[src/rtl/if_fetch_unit_pkg.sv]
// -----------------------------------------------------------------------------
// if_fetch_unit_pkg
// Shared processor constants and types for the instruction fetch stage.
//   PC_W / INSTR_W    : program counter and instruction widths
//   RESET_PC_DEFAULT  : default first fetch address after reset
//   NOP_INSTR         : encoding presented when no instruction is valid
//   fetch_entry_t     : one fetch-queue entry (PC + instruction word)
//   word_align()      : clears the two byte-offset bits of an address
// -----------------------------------------------------------------------------
package if_fetch_unit_pkg;

  localparam int PC_W    = 32;
  localparam int INSTR_W = 32;

  localparam logic [PC_W-1:0]    RESET_PC_DEFAULT = 32'h0000_0000;
  localparam logic [INSTR_W-1:0] NOP_INSTR        = 32'h0000_0013;

  typedef struct packed {
    logic [PC_W-1:0]    pc;
    logic [INSTR_W-1:0] instr;
  } fetch_entry_t;

  function automatic logic [PC_W-1:0] word_align(input logic [PC_W-1:0] addr);
    return addr & ~PC_W'(3);
  endfunction

endpackage

[src/rtl/if_fetch_unit_if.sv]
// -----------------------------------------------------------------------------
// if_fetch_unit_if
// Instruction-memory request/response bus.
//   imem_req    : fetch request valid            (master -> slave)
//   imem_addr   : word-aligned fetch address     (master -> slave)
//   imem_gnt    : request accepted this cycle    (slave  -> master)
//   imem_rvalid : in-order response valid        (slave  -> master)
//   imem_rdata  : instruction word               (slave  -> master)
// -----------------------------------------------------------------------------
interface if_fetch_unit_if;
  import if_fetch_unit_pkg::*;

  logic               imem_req;
  logic [PC_W-1:0]    imem_addr;
  logic               imem_gnt;
  logic               imem_rvalid;
  logic [INSTR_W-1:0] imem_rdata;

  modport master (
    output imem_req,
    output imem_addr,
    input  imem_gnt,
    input  imem_rvalid,
    input  imem_rdata
  );

  modport slave (
    input  imem_req,
    input  imem_addr,
    output imem_gnt,
    output imem_rvalid,
    output imem_rdata
  );

endinterface

[src/rtl/fetch_queue.sv]
// -----------------------------------------------------------------------------
// fetch_queue
// Power-of-two FIFO of fetched (PC, instruction) pairs.
//   clk, reset  : clock, synchronous active-high reset
//   flush_i     : discard all entries (wins over push/pop)
//   push_i      : write push_data_i at the tail
//   pop_i       : retire the head entry
//   head_o      : head entry (meaningful only while count_o != 0)
//   count_o     : number of valid entries
// -----------------------------------------------------------------------------
module fetch_queue
  import if_fetch_unit_pkg::*;
#(
  parameter int DEPTH = 2
) (
  input  logic                   clk,
  input  logic                   reset,
  input  logic                   flush_i,
  input  logic                   push_i,
  input  fetch_entry_t           push_data_i,
  input  logic                   pop_i,
  output fetch_entry_t           head_o,
  output logic [$clog2(DEPTH):0] count_o
);

  localparam int PTR_W = $clog2(DEPTH);
  localparam int CNT_W = PTR_W + 1;

  fetch_entry_t     mem_q [DEPTH];
  logic [PTR_W-1:0] wr_ptr_q;
  logic [PTR_W-1:0] rd_ptr_q;
  logic [CNT_W-1:0] count_q;
  logic             do_push;
  logic             do_pop;

  assign do_pop  = pop_i && !flush_i && (count_q != '0);
  // A full queue can still accept a push when the head leaves the same cycle.
  assign do_push = push_i && !flush_i && ((count_q != CNT_W'(DEPTH)) || do_pop);

  // NOTE: sequential state uses non-blocking assignments so every register
  // samples pre-edge values regardless of process evaluation order.
  always_ff @(posedge clk) begin
    if (reset || flush_i) begin
      wr_ptr_q <= '0;
      rd_ptr_q <= '0;
      count_q  <= '0;
    end else begin
      if (do_push) wr_ptr_q <= wr_ptr_q + PTR_W'(1);
      if (do_pop)  rd_ptr_q <= rd_ptr_q + PTR_W'(1);
      count_q <= count_q + CNT_W'(do_push) - CNT_W'(do_pop);
    end
  end

  // NOTE: the storage array is deliberately not reset; count_q alone decides
  // validity, and leaving the array out of reset lets it map to plain RAM/flops.
  always_ff @(posedge clk) begin
    if (do_push) mem_q[wr_ptr_q] <= push_data_i;
  end

  assign head_o  = mem_q[rd_ptr_q];
  assign count_o = count_q;

endmodule

[src/rtl/if_fetch_unit.sv]
// -----------------------------------------------------------------------------
// if_fetch_unit
// Instruction fetch stage: issues sequential word fetches, queues in-order
// responses, presents the oldest one to ID, and handles EX redirects by
// flushing the queue and discarding responses still in flight.
//   clk, reset      : clock, synchronous active-high reset
//   imem            : instruction-memory bus (master side)
//   redirect_valid  : taken branch/jump from EX (wins over stall and pop)
//   redirect_pc     : redirect target (byte offset bits ignored)
//   stall           : ID cannot accept this cycle
//   if_valid        : IF_PC / IF_Instr hold a valid instruction
//   IF_PC, IF_Instr : presented instruction (0 / NOP when not valid)
// -----------------------------------------------------------------------------
module if_fetch_unit
  import if_fetch_unit_pkg::*;
#(
  parameter logic [PC_W-1:0] RESET_PC = RESET_PC_DEFAULT,
  parameter int              QDEPTH   = 2
) (
  input  logic                clk,
  input  logic                reset,
  if_fetch_unit_if.master     imem,
  input  logic                redirect_valid,
  input  logic [PC_W-1:0]     redirect_pc,
  input  logic                stall,
  output logic                if_valid,
  output logic [PC_W-1:0]     IF_PC,
  output logic [INSTR_W-1:0]  IF_Instr
);

  localparam int CNT_W  = $clog2(QDEPTH) + 1;
  localparam int OCC_W  = CNT_W + 1;
  // Headroom for several back-to-back redirects before old responses return.
  localparam int DROP_W = CNT_W + 4;

  logic [PC_W-1:0]   fetch_pc_q, fetch_pc_d;   // next address to request
  logic [PC_W-1:0]   rsp_pc_q,   rsp_pc_d;     // PC of oldest live response
  logic [CNT_W-1:0]  out_q,      out_d;        // live (enqueueable) in flight
  logic [DROP_W-1:0] drop_q,     drop_d;       // stale responses to discard

  logic [CNT_W-1:0]  q_count;
  fetch_entry_t      q_head;
  fetch_entry_t      push_entry;
  logic              push;
  logic              pop;
  logic              grant;
  logic [OCC_W-1:0]  occupancy;

  // Handshake and presentation.
  always_comb begin
    // NOTE: every output of a combinational block is assigned on all paths
    // (defaults first where branches exist) so no latch is inferred.
    if_valid  = (q_count != '0);
    pop       = if_valid && !stall && !redirect_valid;
    // Credit the slot the head frees this cycle so a 1-cycle memory streams
    // one instruction per cycle; under stall this reduces to count+outstanding.
    occupancy = OCC_W'(q_count) + OCC_W'(out_q) - OCC_W'(pop);

    imem.imem_req  = !reset && !redirect_valid && (occupancy < OCC_W'(QDEPTH));
    imem.imem_addr = fetch_pc_q;
    grant          = imem.imem_req && imem.imem_gnt;

    IF_PC    = if_valid ? q_head.pc    : '0;
    IF_Instr = if_valid ? q_head.instr : NOP_INSTR;
  end

  // Request/response bookkeeping. Stale responses are always older than live
  // ones (responses are in order), so drops are consumed first.
  always_comb begin
    fetch_pc_d = fetch_pc_q;
    rsp_pc_d   = rsp_pc_q;
    out_d      = out_q;
    drop_d     = drop_q;
    push       = 1'b0;

    if (imem.imem_rvalid) begin
      if (drop_q != '0) begin
        drop_d = drop_q - DROP_W'(1);
      end else if (out_q != '0) begin
        out_d    = out_q - CNT_W'(1);
        push     = !redirect_valid;
        rsp_pc_d = rsp_pc_q + PC_W'(4);
      end
    end

    if (grant) begin
      out_d      = out_d + CNT_W'(1);
      fetch_pc_d = fetch_pc_q + PC_W'(4);
    end

    // Everything still live becomes stale; a response landing this very
    // cycle was already removed from out_d above and is not pushed.
    if (redirect_valid) begin
      drop_d     = drop_d + DROP_W'(out_d);
      out_d      = '0;
      fetch_pc_d = word_align(redirect_pc);
      rsp_pc_d   = word_align(redirect_pc);
    end
  end

  assign push_entry = '{pc: rsp_pc_q, instr: imem.imem_rdata};

  always_ff @(posedge clk) begin
    if (reset) begin
      fetch_pc_q <= RESET_PC;
      rsp_pc_q   <= RESET_PC;
      out_q      <= '0;
      drop_q     <= '0;
    end else begin
      fetch_pc_q <= fetch_pc_d;
      rsp_pc_q   <= rsp_pc_d;
      out_q      <= out_d;
      drop_q     <= drop_d;
    end
  end

  fetch_queue #(
    .DEPTH (QDEPTH)
  ) u_fetch_queue (
    .clk         (clk),
    .reset       (reset),
    .flush_i     (redirect_valid),
    .push_i      (push),
    .push_data_i (push_entry),
    .pop_i       (pop),
    .head_o      (q_head),
    .count_o     (q_count)
  );

endmodule

[src/flat_wrapper.sv]
// flat-port wrapper written by rule: the top's interface ports become plain ports
module if_fetch_unit_flat import if_fetch_unit_pkg::*;
#(
  parameter logic [PC_W-1:0] RESET_PC = RESET_PC_DEFAULT,
  parameter int              QDEPTH   = 2
)
  (clk, reset, redirect_valid, redirect_pc, stall, if_valid, IF_PC, IF_Instr, imem_imem_req, imem_imem_addr, imem_imem_gnt, imem_imem_rvalid, imem_imem_rdata);
  if_fetch_unit_if imem_i ();
  input  logic clk;
  input  logic reset;
  input  logic redirect_valid;
  input  logic [PC_W-1:0] redirect_pc;
  input  logic stall;
  output logic if_valid;
  output logic [PC_W-1:0] IF_PC;
  output logic [INSTR_W-1:0] IF_Instr;
  output wire logic [$bits(imem_i.imem_req)-1:0] imem_imem_req;
  output wire logic [$bits(imem_i.imem_addr)-1:0] imem_imem_addr;
  input wire logic [$bits(imem_i.imem_gnt)-1:0] imem_imem_gnt;
  input wire logic [$bits(imem_i.imem_rvalid)-1:0] imem_imem_rvalid;
  input wire logic [$bits(imem_i.imem_rdata)-1:0] imem_imem_rdata;
  assign imem_imem_req = imem_i.imem_req;
  assign imem_imem_addr = imem_i.imem_addr;
  assign imem_i.imem_gnt = imem_imem_gnt;
  assign imem_i.imem_rvalid = imem_imem_rvalid;
  assign imem_i.imem_rdata = imem_imem_rdata;
  if_fetch_unit #(.RESET_PC(RESET_PC), .QDEPTH(QDEPTH)) u_core (.clk(clk), .reset(reset), .imem(imem_i), .redirect_valid(redirect_valid), .redirect_pc(redirect_pc), .stall(stall), .if_valid(if_valid), .IF_PC(IF_PC), .IF_Instr(IF_Instr));
endmodule
[config.mk]
export PLATFORM = sky130hd
export DESIGN_NAME = if_fetch_unit_flat
export DESIGN_NICKNAME = d
export VERILOG_FILES = /design/src/rtl/if_fetch_unit_pkg.sv /design/src/rtl/if_fetch_unit_if.sv /design/src/rtl/fetch_queue.sv /design/src/rtl/if_fetch_unit.sv /design/src/flat_wrapper.sv
export SDC_FILE = /design/constraint.sdc
export NUM_CORES = 1
export LEC_CHECK = 0
export CAP_MARGIN = 20
export CORE_ASPECT_RATIO = 0.9
export CORE_MARGIN = 3
export CORE_UTILIZATION = 50
export CTS_CLUSTER_SIZE = 8
export DETAILED_ROUTE_END_ITERATION = 8
export PLACE_DENSITY = 0.77
export SLEW_MARGIN = 20
export SYNTH_ARGS = -nofsm -noshare
export SYNTH_HDL_FRONTEND = slang
export SYNTH_HIERARCHICAL = 1
export SYNTH_SLANG_ARGS = --single-unit
[constraint.sdc]
create_clock -name clk -period 7.51 [get_ports clk]
set_input_delay 2.253 -clock clk [delete_from_list [all_inputs] [get_ports clk]]
set_output_delay 2.253 -clock clk [all_outputs]
set_load 0.01 [all_outputs]
* Word level (Yosys, flattened, before mapping)
Memory sizes are Yosys's and may differ from the RTL's. A register that Yosys moved wholly into a read port is not among the register bits. Index checks and enable logic that the tools add are counted.
Storage, ports and cells: register bits after elaboration 76, bits in latches 0, bits in read-only memories 0, input port bits 70, bits in writable memories 128, memories kept 1
Memory list:
- u_core.u_fetch_queue.mem_q | depth 2, width 64, read ports 1, clocked after memory_dff 1, wr ports 1, RTL line fetch_queue.sv:29 | fetch_entry_t mem_q [DEPTH];
Cells by class: shift operators 0, reduce and logical (&&, ||, !) cells 23, div/mod/pow operators 0, mux-type cells 22, bitwise logic cells 1, equality and inequality tests 2, add/subtract/negate cells 12, $mul 0, $lt $le $gt $ge 1
Operators by type and width (number):
- 32-bit two-way mux | 8
- 32-bit by 3-bit adder with 32-bit output, second input constant | 2
- 6-bit two-way mux | 3
- 2-bit nonzero test | 5
- 1-bit logical AND | 9
- 2-bit two-way mux | 4
- 1-bit two-way mux | 7
- 6-bit by 2-bit adder with 6-bit output | 1
- 3-bit AND reduction | 2
- 6-bit nonzero test | 1
- 6-bit by 1-bit subtractor with 6-bit output, second input constant | 1
- 2-bit inequality test, second input constant | 2
- 2-bit by 2-bit adder with 3-bit output | 1
- 1-bit logical NOT | 3
- 3-bit by 2-bit < comparator with 1-bit output, second input constant | 1
- 3-bit by 1-bit subtractor with 3-bit output | 1
- 1-bit adder, second input constant | 2
- 2-bit by 1-bit adder with 2-bit output | 1
- 2-bit by 1-bit adder with 2-bit output, second input constant | 1
- 1-bit logical OR | 2
- 2-bit OR reduction | 1
- 2-bit by 1-bit subtractor with 2-bit output | 1
- 2-bit by 1-bit subtractor with 2-bit output, second input constant | 1
- 1-bit inverter | 1

* Depth between registers and ports, before layout
Gate-level depths: netlist of run 1.
depth after elaboration 10, mapped depth 18, depth with buffers taken out 15

* Modules after synthesis
Netlist of run 1, hierarchy kept.
By module, submodules not included:
- fetch_queue | cells an instance 226, area an instance 4904.7 um^2, sequential area each 3943.8 um^2, times used 1
- if_fetch_unit | cells an instance 562, area an instance 4395.5 um^2, sequential area each 1361.3 um^2, times used 1

* Worst setup path before layout of run 1
Ideal clock, no wire load.
kind in2out, start input redirect_valid, end output imem_imem_req, slack 680 ps, stages on the path 9, buffers on the path 3, arrival 4577 ps, cell sequence clkbuf_1 clkbuf_1 buf_1 a211oi_1 ha_1 nand2b_1 fa_1 xor2_1 and3_1
On the way: cells in the longest elaborated chain, start to end 5
Ends and longest elaborated chain:
- start: declaration | RTL line flat_wrapper.sv:11 | input logic redirect_valid;
- 1-bit logical NOT | RTL line if_fetch_unit.sv:54 | pop = if_valid && !stall && !redirect_valid;
- 1-bit logical AND | RTL line if_fetch_unit.sv:54
- named net u_core.pop | RTL line if_fetch_unit.sv:45 | logic pop;
- 3-bit by 1-bit subtractor with 3-bit output | RTL line if_fetch_unit.sv:57 | occupancy = OCC_W'(q_count) + OCC_W'(out_q) - OCC_W'(pop);
- 3-bit by 2-bit < comparator with 1-bit output | RTL line if_fetch_unit.sv:59 | imem.imem_req = !reset && !redirect_valid && (occupancy < OCC_W'(QDEPTH));
- 1-bit logical AND | RTL line if_fetch_unit.sv:59
- end: declaration | RTL line flat_wrapper.sv:17 | output wire logic [$bits(imem_i.imem_req)-1:0] imem_imem_req;
The timed path passes the listed nets, and every way through them passes these cells.

* Worst setup path after layout of run 1
start input stall, end output imem_imem_req
On the way: cells in the longest elaborated chain, start to end 6
Ends and longest elaborated chain:
- start: declaration | RTL line flat_wrapper.sv:13 | input logic stall;
- 1-bit logical NOT | RTL line if_fetch_unit.sv:54
- 1-bit logical AND (2 in a row) | RTL line if_fetch_unit.sv:54
- named net u_core.pop | RTL line if_fetch_unit.sv:45
- 3-bit by 1-bit subtractor with 3-bit output | RTL line if_fetch_unit.sv:57
- 3-bit by 2-bit < comparator with 1-bit output | RTL line if_fetch_unit.sv:59
- 1-bit logical AND | RTL line if_fetch_unit.sv:59
The timed path passes the listed nets, and every way through them passes these cells.

==> metrics.txt, run 1 <==
# IOs=168; Root Buffer=clkbuf_16; Congestion Overflow GR=0; core area=0.0180 sq mm; routability cong.=0.842; Routed WL=21,300 um; Die Area=0.0203 sq mm; Worst Path Class, Setup=in -> out; Seq/Total Area, Yosys=0.570; Die X=150 um; Worst-Margin Slew=about 900 ps; final worst path period share=0.926; All-Layer GR Usage=0.207; post-layout min period=roughly 7000 ps; cell accounting for the most synthesized area=edfxtp_1; clock-pin slew on the worst setup and hold paths=50 ps; Power, Total=2.69 mW; IO buf count=163; initial antenna violation count=0; first-pass GRT wire length=roughly 34,000 um; mean routed wirelength per cell=between 15 and 20 um; Synth Warn #=6; setup_tns=0 ps; Max Fanout on Critical Path=3; final cell count without fillers=1,217; RSZ-0062 raised after global routing=false; PwrDens=225 mW/mm^2; Via-to-Cell Ratio=5.47; vias in the first global route=around 6,500; CTS tree=done; setup violators final=0; CP Launch Type=input port; library cells used by synthesis=57; worst rel slew slack=0.401; syn_area_per_cell=around 12 sq um; async set-reset flop share out of synthesis=0; worst r2r src=u_core/u_fetch_queue/count_o[0]; synthesized cell area=0.00930 sq mm; worst r2r path cells=17; Peak VDD IR=0.000174 V; final core utilization=0.666; # Max-Cap Violations=0; drt drc=0; antenna-violating nets left=0; area share of the largest cell type after synthesis=0.413; hpwl dp=13,800 um; Nets=about 1,000; Core Rows=46; r2r endpoint=u_core/drop_q[5]; Hold Crit Start=u_core/rsp_pc_q[13]; Highest Clock Rate=144 MHz; Post-synth EDFFs=about 130; Lkg Pwr=4.15 nW; critical path capture point type=primary output; Pins Over Slew Limit=0; via count=6,659; Yosys reg bits=201; CTS H-tree depth=1; Gate Count Post-Synth=slightly below 800; worst endpoint data arrival time=4700 ps; Die Y=about 140 um; Clock Sinks=between 200 and 250; largest net degree at the start of global routing=66; Worst Hold End=u_core/u_fetch_queue/mem_q[1][45]; post-CTS setup buffer count=0; 1st-iter DRT viols=471; DP Cell Count=1,166; clk_lat worst skew=520 ps; Layout area overhead=28.6%; Post-CTS Resized=0; Hold Violations, Final=0; Post-CTS Hold Fix Bufs=0; TritonRoute pass-1 iters=4; status=complete, no violations; leading post-synthesis cells by cell area=edfxtp_1 (41%), dfxtp_1 (16%), mux2_2 (7.9%); r2r setup slk=3190 ps; ANT cells=0; hold depth=0; Req. time, crit path=5260 ps; TritonCTS buffer count=29; share of layout cells above drive strength 1=0.126; starting density of the core=0.518; Bufs on Longest Clock Path=3; top_reg_cell synth=edfxtp_1; Worst Hold Class=reg -> reg; Worst Skew=11.9 ps
==> stage by stage <==
step	area [sq um]	hold slack [ps]	setup WS, ps
after floorplan	9320	447	680
after global placement	11100	476	578
after detailed placement	11100	486	546
after CTS	12000	499	539
after global routing	12000	521	380
final	12000	504	557
==> report_power, final <==
| part | internal (mW) | switching (mW) | total (mW) |
|---|---|---|---|
| Sequential | 1.21 | 0.0514 | 1.27 |
| Combinational | 0.133 | 0.134 | 0.267 |
| Clock | 0.714 | 0.441 | 1.15 |
| Total | 2.06 | 0.626 | 2.69 |
==> metal layers <==
metal / share of wire / vias to the layer above / track usage / routed length (um)
met5: 0 / - / 0 / 0
met4: 0.022 / 0 / 0.0534 / 478
met3: 0.093 / 45 / 0.0502 / 1980
met2: 0.43 / 292 / 0.300 / 9050
met1: 0.46 / 3131 / 0.312 / 9770
li1: - / 3191 / - / -
==> layout make-up <==
type                    count  area [sq um]
clock inverters             2          17.5
inverters                  38           143
multi-input cells         510          3660
flip-flops and latches    201          5310
fillers                  1408          6000
repair buffers            177          1730
well taps                 240           300
clock buffers              49           801
==> worst max-delay path, cell delays in order <==
cell	delay (ps)
clkdlybuf4s50_1	410
a211oi_1	220
buf_4	170
ha_1	210
nand2b_1	150
fa_1	380
xor2_1	200
and3_1	180
clkdlybuf4s50_1	530
==> logic make-up after synthesis <==
family / after synthesis / share of synthesized area
and+or+nand+nor: 254 / 0.153
xor gates and xnor gates: 55 / 0.0518
adders and majority gates: 11 / 0.0164
AOI/OAI and AO/OA: 113 / 0.0818
other: 1 / 0.000403
DFF: 201 / 0.570
muxes: 71 / 0.0852
buffers and inverters: 82 / 0.0408
==> how the worst max path moves through the flow <==
| stage | from | to | cells past startpoint |
|---|---|---|---|
| finish | stall | imem_imem_req | 9 |
| global route | stall | imem_imem_req | 9 |
| CTS | stall | imem_imem_req | 9 |
| detailed placement | stall | imem_imem_req | 9 |
| global placement | stall | imem_imem_req | 9 |
| floorplan | redirect_valid | imem_imem_req | 9 |
==> layout by cell type, fill, tap and decap left out, types with 9 or more instances in the layout <==
master             n
clkdlybuf4s50_1  162
edfxtp_1         128
dfxtp_1           72
and2_1            67
mux2_2            65
inv_1             37
nor2_1            37
nand2_1           36
a21oi_1           33
clkbuf_16         29
xor2_1            28
a21boi_0          28
xnor2_1           27
nand3_1           22
clkbuf_1          20
nand4_1           20
buf_4             14
nor3_1            13
nor4_1            12
a211oi_1          12
and3_1            11
o21ai_0            9
ha_1               9
==> Yosys cell counts, drive strengths merged, types with 3 or more instances <==
| cell | n |
|---|---|
| edfxtp | 128 |
| dfxtp | 73 |
| and2 | 67 |
| mux2 | 65 |
| nor2 | 39 |
| inv | 38 |
| nand2 | 36 |
| clkbuf | 35 |
| a21oi | 33 |
| a21boi | 28 |
| xor2 | 28 |
| xnor2 | 27 |
| nand3 | 22 |
| nand4 | 21 |
| nor3 | 13 |
| nor4 | 13 |
| a211oi | 12 |
| and3 | 11 |
| buf | 9 |
| ha | 9 |
| o21ai | 9 |
| and4 | 8 |
| a31oi | 6 |
| mux2i | 6 |
| nand2b | 5 |
| o21a | 5 |
| or4 | 4 |
| a21o | 3 |
| nor4bb | 3 |
| o22ai | 3 |
| o311ai | 3 |
| or3 | 3 |
==> state kept, by name, summed over array words and instances (netlist names), named ones only <==
register / flops
u_core/u_fetch_queue/mem_q: 128
u_core/imem.imem_addr: 30
u_core/rsp_pc_q: 30
u_core/drop_q: 6
u_core/out_q: 2
u_core/u_fetch_queue/count_o: 2
u_core/u_fetch_queue/rd_ptr_q: 1
u_core/u_fetch_queue/wr_ptr_q: 1
(Power assumes the default switching activity.)
==> inputs of run 2 (changes only) <==
- SLEW_MARGIN: 20 -> not set
- clock period: 7.51 -> 6.9 ns (I/O delays scaled with it)
==> metrics.txt, run 2 (synthesis results as in run 1) <==
status=complete, no violations; PwrDens=around 240 mW/mm^2; TritonCTS buffer count=29; Core Rows=46; clk_lat worst skew=520 ps; Lkg Pwr=4.15 nW; Worst Hold Class=reg -> reg; Die Area=0.0203 sq mm; IO buf count=about 160; worst rel slew slack=0.291; Bufs on Longest Clock Path=3; Slowest-stage cell, CP=clkdlybuf4s50_1; final worst path period share=0.953; Via-to-Cell Ratio=approximately 5.5; setup_tns=0 ps; worst r2r path cells=16; hold depth=0; Worst Hold End=u_core/u_fetch_queue/mem_q[0][62]; Power, Total=2.91 mW; most frequent cells in the layout=clkdlybuf4s50_1 (162), edfxtp_1 (128), dfxtp_1 (72); CP Launch Type=input port; Highest Clock Rate=between 150 and 200 MHz; core area=approximately 0.018 sq mm; ANT cells=0; first-pass GRT wire length=approximately 34,000 um; setup violators final=0; drt drc=0; Post-DP Area=0.0111 sq mm; Post-CTS Resized=0; design area=0.0120 sq mm; Layout area overhead=28.6%; Clock Sinks=about 200; Worst-Margin Slew=1060 ps; cell mode on critical path=clkdlybuf4s50_1; Die X=150 um; Congestion Overflow GR=0; Die Y=135 um; Pins Over Slew Limit=0; Nets=between 1,000 and 1,500; CTS tree=done; post-layout min period=6580 ps; 1st-iter DRT viols=approximately 480; RSZ-0062 raised after global routing=false; routability cong.=0.848; Max Fanout on Critical Path=2; hpwl dp=about 14,000 um; # IOs=168; critical path capture point type=primary output; largest stage delay on the critical path=530 ps; Largest register FFs=128; Routed WL=around 21,000 um; # Max-Cap Violations=0; cells along the critical path=clkdlybuf4s50_1, a211oi_1, ha_1, nand2b_1, fa_1, xor2_1, and3_1, clkdlybuf4s50_1; largest reg by FF count=u_core/u_fetch_queue/mem_q; r2r endpoint=u_core/drop_q[5]; Post-CTS Hold Fix Bufs=0; r2r setup slk=2580 ps; mean routed wirelength per cell=17.6 um; post-CTS setup buffer count=0; DP Cell Count=1,166; Hold Violations, Final=0; final cell count without fillers=1,216; All-Layer GR Usage=0.208; Hold Crit Start=u_core/rsp_pc_q[30]; share of layout cells above drive strength 1=0.126; antenna-violating nets left=0; Req. time, crit path=about 4800 ps; clock-pin slew on the worst setup and hold paths=50 ps; TritonRoute pass-1 iters=5; worst r2r src=u_core/u_fetch_queue/count_o[0]; Worst Skew=~14 ps; CTS H-tree depth=1; vias in the first global route=6,516; largest net degree at the start of global routing=66; Peak VDD IR=0.000185 V; Worst Path Class, Setup=in -> out; most common cell after layout, fill and taps aside=clkdlybuf4s50_1; worst endpoint data arrival time=4510 ps; Root Buffer=clkbuf_16; initial antenna violation count=0; via count=6,673; starting density of the core=0.518
run 2: report_power, final:
group,internal [mW],switching [mW],leakage [nW],total [mW]
clock network,0.775,0.475,0.388,1.25
registers,1.32,0.0560,1.76,1.38
logic,0.144,0.143,2.00,0.288
run 2: worst max-delay path by stage:
stage	start	endpoint	slack, ps	cells past startpoint
6_report	stall	imem_imem_req	320	8
5_1_grt	stall	imem_imem_req	130	8
4_1_cts	stall	imem_imem_req	320	8
3_5_place_dp	stall	imem_imem_req	320	8
3_3_place_gp	stall	imem_imem_req	360	8
2_1_floorplan	redirect_valid	imem_imem_req	440	9
run 2: cell type report:
class	instances	area, sq um
flip-flops and latches	201	5310
clock buffers	48	797
inverters	38	143
clock inverters	2	17.5
multi-input cells	510	3660
repair buffers	177	1730
well taps	240	300
fillers	1364	6000
run 2: worst max-delay path: cells and delay by family:
kind | cells | cell delay (ps)
AO/OA/AOI/OAI | 1 | 300
XOR/XNOR | 1 | 210
adder cells (fa/ha/maj) | 2 | 670
buffers and inverters | 2 | 930
AND/OR/NAND/NOR | 2 | 330
run 2: per-layer routing:
metal | part of all wire | track usage | vias to the layer above
li1 | - | - | 3188
met1 | 0.46 | 0.306 | 3162
met2 | 0.43 | 0.315 | 285
met3 | 0.090 | 0.0472 | 38
met4 | 0.016 | 0.0488 | 0
met5 | 0 | 0 | -
run 2: metrics by stage:
stage	util	hold WS, ps	worst slack [ps]
6_report	0.666	499	322
5_1_grt	0.666	517	127
4_1_cts	0.666	502	319
3_5_place_dp	0.621	492	322
3_3_place_gp	0.621	478	362
2_1_floorplan	-	447	436
==> inputs of run 3 (changes only) <==
- CORE_ASPECT_RATIO: 0.9 -> not set
- SETUP_SLACK_MARGIN: not set -> 0.3
- SLEW_MARGIN: not set -> 20
==> metrics.txt, run 3 (synthesis results as in run 1) <==
status=complete, no violations; Hold Violations, Final=0; RSZ-0062 raised after global routing=false; share of layout cells above drive strength 1=0.129; Post-CTS Hold Fix Bufs=0; All-Layer GR Usage=0.202; setup violators final=0; Via-to-Cell Ratio=between 5 and 6; Routed WL=21,100 um; mean routed wirelength per cell=17.6 um; Root Buffer=clkbuf_16; Slowest-stage cell, CP=clkdlybuf4s50_1; final worst path period share=0.937; hpwl dp=13,900 um; vias in the first global route=6,535; setup_tns=0 ps; core area=about 0.018 sq mm; Req. time, crit path=approximately 4800 ps; Nets=1,039; Core Rows=49; Worst Hold Class=reg -> reg; # Max-Cap Violations=0; Bufs on Longest Clock Path=3; PwrDens=approximately 240 mW/mm^2; first-pass GRT wire length=33,400 um; clk_lat worst skew=~530 ps; CTS tree=done; CP Launch Type=input port; DP Cell Count=1,155; worst endpoint data arrival time=between 4000 and 5000 ps; Peak VDD IR=roughly 0.00019 V; Lkg Pwr=4.15 nW; cell family with most CP delay=buffers and inverters; design area=0.0119 sq mm; TritonCTS buffer count=29; TritonRoute pass-1 iters=4; CTS H-tree depth=1; Clock Sinks=between 200 and 250; Die X=142 um; IO buf count=163; post-layout min period=6460 ps; # IOs=~170; initial antenna violation count=0; Die Y=142 um; antenna-violating nets left=0; Max Fanout on Critical Path=2; 1st-iter DRT viols=362; cell mode on critical path=clkdlybuf4s50_1; largest net degree at the start of global routing=66; Congestion Overflow GR=0; most frequent cells in the layout=clkdlybuf4s50_1 (162), edfxtp_1 (128), dfxtp_1 (72); largest stage delay on the critical path=530 ps; ANT cells=0; critical path capture point type=primary output; starting density of the core=0.512; Die Area=between 0.02 and 0.025 sq mm; Worst-Margin Slew=908 ps; cells along the critical path=clkdlybuf4s50_1, a211oi_2, ha_1, nand2b_1, fa_1, xor2_1, and3_1, clkdlybuf4s50_1; Pins Over Slew Limit=0; most common cell after layout, fill and taps aside=clkdlybuf4s50_1; Worst Path Class, Setup=in -> out; Highest Clock Rate=155 MHz; final cell count without fillers=1,195; routability cong.=0.857; worst rel slew slack=0.395; largest reg by FF count=u_core/u_fetch_queue/mem_q; Hold Slack=511 ps; Post-DP Area=0.0111 sq mm; via count=around 6,500; CP bufs+invs=2; drt drc=0; Worst Skew=approximately 26 ps; Layout area overhead=28.3%; clock-pin slew on the worst setup and hold paths=about 50 ps; Largest register FFs=128
-- run 3: cell count changes in the layout (fill, tap and decap cells not counted), sizes merged --
cell    delta
clkbuf    -11
buf        +1
-- run 3: cell type report --
class                           count  area, sq um
Clock buffer                       37          756
Tap cell                          229          287
Timing Repair Buffer              178         1760
Inverter                           38          143
Fill cell                        1389         6210
Clock inverter                      2         17.5
Sequential cell                   201         5310
Multi-Input combinational cell    510         3670
-- run 3: through the flow --
step / power (mW) / utilization / setup WS [ps]
3_3_place_gp: 1.67 / 0.613 / 367
3_5_place_dp: 1.68 / 0.613 / 345
6_report: 2.88 / 0.658 / 435
2_1_floorplan: 1.56 / - / 436
5_1_grt: 3.00 / 0.658 / 328
4_1_cts: 2.91 / 0.656 / 337
-- run 3: what timing repair did --
item / 4_1_cts / 5_1_grt
setup buffers: 0 / 0
resized for setup: 0 / 1
endpoints found under the hold margin: 0 / 0
setup endpoints to repair: 0 / 1
-- run 3: power breakdown --
part | switching (mW) | total (mW) | internal [mW] | leakage (nW)
Combinational | 0.144 | 0.290 | 0.146 | 2.01
Sequential | 0.0543 | 1.38 | 1.32 | 1.76
Clock | 0.467 | 1.22 | 0.750 | 0.375
-- run 3: path summary, 6_finish.rpt --
check                                                      from                           endpoint  slack (ps)  cells after the start
worst max-delay path                                      stall                      imem_imem_req         440                      8
worst max register to register  u_core/u_fetch_queue/count_o[0]                   u_core/drop_q[5]        2580                     16
worst min-delay path                        u_core/rsp_pc_q[26]  u_core/u_fetch_queue/mem_q[1][58]         510                      0
worst min register to register              u_core/rsp_pc_q[26]  u_core/u_fetch_queue/mem_q[1][58]         510                      0
-- run 3: routing by layer --
layer / up-vias / track usage / share of wire
met4: 0 / 0.0495 / 0.016
li1: 3169 / - / -
met3: 31 / 0.0437 / 0.071
met1: 3106 / 0.283 / 0.46
met2: 234 / 0.325 / 0.45
met5: - / 0 / 0
